### config.mk
export PLATFORM = sky130hd
export DESIGN_NAME = fsm_eg_stim_driver_flat
export DESIGN_NICKNAME = d
export VERILOG_FILES = /design/src/rtl/fsm_stim_pkg.sv /design/src/rtl/fsm_eg_stim_driver_if.sv /design/src/rtl/fsm_stim_sat_cnt.sv /design/src/rtl/fsm_eg_stim_driver.sv /design/src/flat_wrapper.sv
export SDC_FILE = /design/constraint.sdc
export NUM_CORES = 1
export LEC_CHECK = 0
export CORE_ASPECT_RATIO = 1.2
export CORE_MARGIN = 2
export CORE_UTILIZATION = 50
export CTS_CLUSTER_SIZE = 8
export DETAILED_ROUTE_END_ITERATION = 7
export PLACE_DENSITY_LB_ADDON = 0.2
export SKIP_CTS_REPAIR_TIMING = 1
export SLEW_MARGIN = 20
export SYNTH_ARGS = -nofsm -noshare
export SYNTH_HDL_FRONTEND = slang
export SYNTH_SLANG_ARGS = --single-unit
export TNS_END_PERCENT = 1
### constraint.sdc
create_clock -name clk -period 3.8 [get_ports clk]
set_input_delay 0.38 -clock clk [delete_from_list [all_inputs] [get_ports clk]]
set_output_delay 0.38 -clock clk [all_outputs]
set_load 0.02 [all_outputs]
### src/rtl/fsm_stim_pkg.sv
// Shared definitions for the example-FSM stimulus driver: state encoding,
// pattern modes and the per-step (a,b) pattern table.
package fsm_stim_pkg;

    localparam int STEPS_PER_FRAME = 4;
    localparam logic [1:0] LAST_STEP = 2'(STEPS_PER_FRAME - 1);

    typedef enum logic [1:0] {
        ST_IDLE = 2'd0,
        ST_RUN  = 2'd1,
        ST_DONE = 2'd2
    } state_e;

    localparam logic [1:0] MODE_ZERO  = 2'd0;  // 00,00,00,00
    localparam logic [1:0] MODE_PULSE = 2'd1;  // 11,00,00,00
    localparam logic [1:0] MODE_S1    = 2'd2;  // 10,10,00,00
    localparam logic [1:0] MODE_MIX   = 2'd3;  // 11,00,10,10

    // (a,b) for a given mode and step; every pattern leaves the target in s0.
    function automatic logic [1:0] pattern_ab(input logic [1:0] mode,
                                              input logic [1:0] step);
        logic [1:0] ab;
        ab = 2'b00;
        case (mode)
            MODE_PULSE: ab = (step == 2'd0) ? 2'b11 : 2'b00;
            MODE_S1:    ab = (!step[1]) ? 2'b10 : 2'b00;
            MODE_MIX: begin
                case (step)
                    2'd0:    ab = 2'b11;
                    2'd1:    ab = 2'b00;
                    default: ab = 2'b10;
                endcase
            end
            default:    ab = 2'b00;
        endcase
        return ab;
    endfunction

endpackage

### src/rtl/fsm_eg_stim_driver_if.sv
// Target-facing signals: stimulus a/b out to the example FSM, y0/y1 back.
// a/b change only on the driver's clock edge; y0 may depend combinationally
// on a/b and the target state, y1 only on the target state.
interface fsm_eg_stim_driver_if;
    logic a;
    logic b;
    logic y0;
    logic y1;

    modport master (output a, output b, input y0, input y1);
    modport slave  (input a, input b, output y0, output y1);
endinterface

### src/rtl/fsm_stim_sat_cnt.sv
// Saturating up-counter with synchronous clear; clear wins over increment.
module fsm_stim_sat_cnt #(
    parameter int CNT_W = 8
) (
    input  logic             clk,
    input  logic             reset,
    input  logic             clear,
    input  logic             inc,
    output logic [CNT_W-1:0] count
);

    logic [CNT_W-1:0] cnt_q;
    logic [CNT_W-1:0] cnt_d;

    // Next count: clear, else step by one unless already at the top value.
    always_comb begin
        cnt_d = cnt_q;
        if (clear) begin
            cnt_d = '0;
        end else if (inc && (cnt_q != {CNT_W{1'b1}})) begin
            cnt_d = cnt_q + CNT_W'(1);
        end
    end

    // Count register, async active-low reset.
    always_ff @(posedge clk or negedge reset) begin
        if (!reset) cnt_q <= '0;
        else        cnt_q <= cnt_d;
    end

    assign count = cnt_q;

endmodule

### src/rtl/fsm_eg_stim_driver.sv
// Drives framed a/b patterns into the example 3-state FSM and counts its
// Mealy pulses (y0) and Moore high cycles (y1) while a run is active.
module fsm_eg_stim_driver
    import fsm_stim_pkg::*;
#(
    parameter int REP_W = 4,
    parameter int CNT_W = 8
) (
    input  logic                   clk,
    input  logic                   reset,
    input  logic                   start,
    input  logic [1:0]             mode,
    input  logic [REP_W-1:0]       reps,
    fsm_eg_stim_driver_if.master   tgt,
    output logic                   busy,
    output logic                   done,
    output logic [CNT_W-1:0]       pulse_cnt,
    output logic [CNT_W-1:0]       hi_cnt,
    output state_e                 state_dbg
);

    state_e           state_q, state_d;
    logic [1:0]       mode_q, mode_d;
    logic [REP_W-1:0] reps_q, reps_d;
    logic [1:0]       step_q, step_d;
    logic [REP_W-1:0] frame_q, frame_d;
    logic [1:0]       ab_q, ab_d;
    logic             busy_q, busy_d;
    logic             done_q, done_d;
    logic             cnt_clear;
    logic             last_step;

    // frame_q only ever climbs to reps_q, so it cannot wrap even at max reps.
    assign last_step = (step_q == LAST_STEP) && (frame_q == reps_q);

    // State and datapath registers, async active-low reset aborts any run.
    always_ff @(posedge clk or negedge reset) begin
        if (!reset) begin
            state_q <= ST_IDLE;
            mode_q  <= '0;
            reps_q  <= '0;
            step_q  <= '0;
            frame_q <= '0;
            ab_q    <= '0;
            busy_q  <= 1'b0;
            done_q  <= 1'b0;
        end else begin
            state_q <= state_d;
            mode_q  <= mode_d;
            reps_q  <= reps_d;
            step_q  <= step_d;
            frame_q <= frame_d;
            ab_q    <= ab_d;
            busy_q  <= busy_d;
            done_q  <= done_d;
        end
    end

    // Next state: IDLE waits for start, RUN ends on the final step, DONE lasts one cycle.
    always_comb begin
        state_d = state_q;
        case (state_q)
            ST_IDLE: if (start)     state_d = ST_RUN;
            ST_RUN:  if (last_step) state_d = ST_DONE;
            ST_DONE:                state_d = ST_IDLE;
            default:                state_d = ST_IDLE;
        endcase
    end

    // Outputs and datapath: stimulus for the next step is registered one edge ahead.
    always_comb begin
        mode_d    = mode_q;
        reps_d    = reps_q;
        step_d    = step_q;
        frame_d   = frame_q;
        ab_d      = 2'b00;
        busy_d    = 1'b0;
        done_d    = 1'b0;
        cnt_clear = 1'b0;
        case (state_q)
            ST_IDLE: begin
                if (start) begin
                    mode_d    = mode;
                    reps_d    = reps;
                    step_d    = '0;
                    frame_d   = '0;
                    ab_d      = pattern_ab(mode, 2'd0);
                    busy_d    = 1'b1;
                    cnt_clear = 1'b1;
                end
            end
            ST_RUN: begin
                if (step_q != LAST_STEP) begin
                    step_d = step_q + 2'd1;
                    ab_d   = pattern_ab(mode_q, step_q + 2'd1);
                    busy_d = 1'b1;
                end else if (frame_q != reps_q) begin
                    frame_d = frame_q + REP_W'(1);
                    step_d  = '0;
                    ab_d    = pattern_ab(mode_q, 2'd0);
                    busy_d  = 1'b1;
                end else begin
                    done_d = 1'b1;
                end
            end
            default: begin
            end
        endcase
    end

    fsm_stim_sat_cnt #(.CNT_W(CNT_W)) u_pulse_cnt (
        .clk   (clk),
        .reset (reset),
        .clear (cnt_clear),
        .inc   ((state_q == ST_RUN) && tgt.y0),
        .count (pulse_cnt)
    );

    fsm_stim_sat_cnt #(.CNT_W(CNT_W)) u_hi_cnt (
        .clk   (clk),
        .reset (reset),
        .clear (cnt_clear),
        .inc   ((state_q == ST_RUN) && tgt.y1),
        .count (hi_cnt)
    );

    assign tgt.a     = ab_q[1];
    assign tgt.b     = ab_q[0];
    assign busy      = busy_q;
    assign done      = done_q;
    assign state_dbg = state_q;

endmodule

### src/flat_wrapper.sv
// flat-port wrapper written by rule: the top's interface ports become plain ports
module fsm_eg_stim_driver_flat import fsm_stim_pkg::*;
#(
    parameter int REP_W = 4,
    parameter int CNT_W = 8
)
  (clk, reset, start, mode, reps, busy, done, pulse_cnt, hi_cnt, state_dbg, tgt_a, tgt_b, tgt_y0, tgt_y1);
  fsm_eg_stim_driver_if tgt_i ();
  input  logic clk;
  input  logic reset;
  input  logic start;
  input  logic [1:0] mode;
  input  logic [REP_W-1:0] reps;
  output logic busy;
  output logic done;
  output logic [CNT_W-1:0] pulse_cnt;
  output logic [CNT_W-1:0] hi_cnt;
  output state_e state_dbg;
  output wire logic [$bits(tgt_i.a)-1:0] tgt_a;
  output wire logic [$bits(tgt_i.b)-1:0] tgt_b;
  input wire logic [$bits(tgt_i.y0)-1:0] tgt_y0;
  input wire logic [$bits(tgt_i.y1)-1:0] tgt_y1;
  assign tgt_a = tgt_i.a;
  assign tgt_b = tgt_i.b;
  assign tgt_i.y0 = tgt_y0;
  assign tgt_i.y1 = tgt_y1;
  fsm_eg_stim_driver #(.REP_W(REP_W), .CNT_W(CNT_W)) u_core (.clk(clk), .reset(reset), .start(start), .mode(mode), .reps(reps), .tgt(tgt_i), .busy(busy), .done(done), .pulse_cnt(pulse_cnt), .hi_cnt(hi_cnt), .state_dbg(state_dbg));
endmodule
==> impl_metrics.env <==
export IMPL_end_kind="flip-flop"
export IMPL_path_buf_inv=0
export IMPL_nets=228
export IMPL_ys_dominant_reg_cell="dfrtp_1"
export IMPL_worstPathCellList="nor2b_1 > nand2_1 > and3_1 > a311o_1"
export IMPL_relSlewSlack_pct=54.8
export IMPL_syn_cell_area_um2=1750
export IMPL_post_dp_hpwl_um=2700
export IMPL_cp_arrival_ns=2.07
export IMPL_outcome="finished, final reports clean"
export IMPL_cp_required_ns=3.97
export IMPL_gp_congestion=0.832
export IMPL_grt_overflow_total=0
export IMPL_wl_um=3780
export IMPL_crit_path_top_delay_cell="dfrtp_1"
export IMPL_fin_crit_ns=1.90
export IMPL_die_area_um2=3990
export IMPL_synth_most_common_cell="dfrtp_1"
export IMPL_worstReg2RegStart="u_core.state_dbg[0]"
export IMPL_drive_above_1_share_pct=8.49
export IMPL_antenna_cells=0
export IMPL_cts_sinks=34
export IMPL_pwr_share_seq_pct=38.7
export IMPL_rr_worst_depth=4
export IMPL_timing_final_crit_share_pct=49.9
export IMPL_cts_buffers=5
export IMPL_max_clock_path_buffers=2
export IMPL_holdPathStages=2
export IMPL_r2r_end="u_core.frame_q[1]"
export IMPL_drv_slew=0
export IMPL_holdWs_ns=0.497
export IMPL_rsz0062_at_grt="no"
export IMPL_portBuffers=32
export IMPL_synthArstFlopShare_pct=100
export IMPL_cp_start_kind="flip-flop"
export IMPL_yosys_warnings=0
export IMPL_cts_tree="built"
export IMPL_seq_area_frac_synth_pct=48.6
export IMPL_synth_common_cells="34 x dfrtp_1, 32 x nand2_1, 12 x nand3_1, 11 x nor2_1, 8 x inv_1"
export IMPL_io_pins=33
export IMPL_hold_path_end="u_core.reps_q[2]"
export IMPL_grt_pass1_vias=1403
export IMPL_synth_enable_flop_cells=0
export IMPL_finalClockSkew_ns=0.00605
export IMPL_yosys_area_top_type="dfrtp_1"
export IMPL_netlist_top_cells_area="dfrtp_1 49%, nand2_1 6.9%, ha_1 4.3%, mux2i_1 4.0%, nand3_1 3.4%"
export IMPL_layoutNonFillerInstCount=249
export IMPL_antenna_found_initial=0
export IMPL_max_freq_mhz=528
export IMPL_clockPowerShare_pct=17.4
export IMPL_crit_path_max_incr_delay_ns=0.52
export IMPL_critPathMaxFanout=8
export IMPL_synth_nets=192
export IMPL_clk_pin_slew_worst_paths_ns=0.07
export IMPL_worstHoldStart="u_core.reps_q[2]"
export IMPL_htreeDepth=2
export IMPL_avgSynthCellArea_um2=10.0
export IMPL_yosys_register_bits=34
export IMPL_design_core_area_um2=3340
export IMPL_switching_share_pct=41.6
export IMPL_cp_depth=4
export IMPL_max_slew_worst_pin_slew_ns=0.672
export IMPL_area_growth_pct=26.1
export IMPL_crit_family="simple AND/OR/NAND/NOR gates"
export IMPL_yosys_area_top_type_share_pct=48.6
export IMPL_clk_latency_ns=0.28
export IMPL_die_w_um=58.0
export IMPL_placed_cells=241
export IMPL_start_util_pct=52.4
export IMPL_p_leak_nw=0.989
export IMPL_grt_pass1_wl_um=6290
export IMPL_fillerInstances=273
export IMPL_setup_violations=0
export IMPL_tns_ns=0
export IMPL_ys_types=42
export IMPL_drt_pass1_iterations=5
export IMPL_combPwrFrac_pct=43.9
export IMPL_root_buffer="clkbuf_8"
export IMPL_final_core_util_pct=66.1
export IMPL_dr_total_vias=1395
export IMPL_rows=23
export IMPL_power_density_nw_per_um2=728
export IMPL_wl_per_cell_um=15.2
export IMPL_p_int_uw=938
export IMPL_reg2reg_setup_slack_ns=1.90
export IMPL_hp_class="reg -> reg"
export IMPL_dieHeight_um=68.8
export IMPL_grt_usage_pct=21.1
export IMPL_worstSetupPathType="reg -> reg"
export IMPL_syn_inst=175
export IMPL_netSwitchingPower_uw=669
export IMPL_maxCapViolations=0
export IMPL_drtAntennaViolNets=0
export IMPL_grt_max_degree=35
export IMPL_drtIter0Drc=29
export IMPL_ir_drop_v=0.000420
export IMPL_hold_viol=0
export IMPL_viasPerCell=5.60
export IMPL_drc=0
==> layout by cell type, fill, tap and decap left out, types with 5 or more instances in the layout <==
cell type,count
and3_1,5
clkbuf_8,6
clkdlybuf4s50_1,32
dfrtp_1,34
ha_1,6
inv_1,8
mux2i_1,7
nand2_1,32
nand3_1,12
nor2_1,11
o21ai_0,5
xor2_1,6
==> how the worst max path moves through the flow <==
stage,slack (ns),from,end
floorplan,2.02,u_core.u_pulse_cnt.count[0],u_core.u_pulse_cnt.count[3]
global placement,1.81,u_core.frame_q[3],u_core.ab_q[1]
detailed placement,1.71,u_core.frame_q[3],u_core.ab_q[1]
CTS,1.69,u_core.frame_q[3],u_core.ab_q[1]
global route,1.79,u_core.state_dbg[0],u_core.frame_q[2]
finish,1.90,u_core.state_dbg[0],u_core.frame_q[1]
==> registers in the layout (all words and copies together), names as in the netlist <==
name and count:
u_core.done 1, u_core.ab_q 2, u_core.u_hi_cnt.count 8, u_core.frame_q 4
u_core.u_pulse_cnt.count 8, u_core.reps_q 4, u_core.mode_q 2, u_core.step_q 2
u_core.state_dbg 2, u_core.busy 1
==> metal layers <==
metal	global-route usage [%]	share of wire [%]	up-vias
met1	26.0	44	663
met5	0	0	-
li1	-	-	687
met2	35.4	50	39
met4	10.5	1.5	0
met3	4.29	4.5	6
==> logic make-up (layout without fill, tap and decap cells) <==
kind of cell               count (synthesis)  count (layout)  synth area share (%)
buffers and inverters                     13              50                  3.36
DFF                                       34              34                  48.6
AOI/OAI and AO/OA                         24              24                  11.4
muxes                                      7               7                  4.01
xor gates and xnor gates                   9               9                  4.51
adders and majority gates                  6               6                  4.29
and+or+nand+nor                           82              82                  23.8
==> layout make-up <==
class                           count  area [um2]  share of cell area [%]
Inverter                            8        30.0                    1.36
Sequential cell                    34         851                    38.6
Clock buffer                        6        82.6                    3.74
Tap cell                           37        46.3                    2.10
Timing Repair Buffer               34         335                    15.2
Multi-Input combinational cell    128         848                    38.5
Clock inverter                      2        12.5                   0.567
==> power by group through the flow <==
stage,registers (mW),logic (mW),clock network (mW)
after floorplan,0.671,0.407,0
after global placement,0.617,0.661,0
after detailed placement,0.625,0.693,0
after CTS,0.622,0.694,0.289
after global routing,0.644,0.788,0.305
final,0.622,0.705,0.280
==> worst register-to-register path: cells and delay by family (launching register included) <==
kind / cells / cell delay (ns)
DFF: 1 / 0.52
AOI/OAI and AO/OA: 1 / 0.27
and+or+nand+nor: 3 / 1.00
==> through the flow <==
step | power [mW] | cell area (um2) | setup slack, ns
floorplan | 1.08 | 1750 | 2.02
global placement | 1.28 | 2100 | 1.81
detailed placement | 1.32 | 2100 | 1.71
CTS | 1.61 | 2200 | 1.69
global route | 1.74 | 2210 | 1.79
finish | 1.61 | 2210 | 1.90
Note: power is estimated with default switching activity, not from simulation.
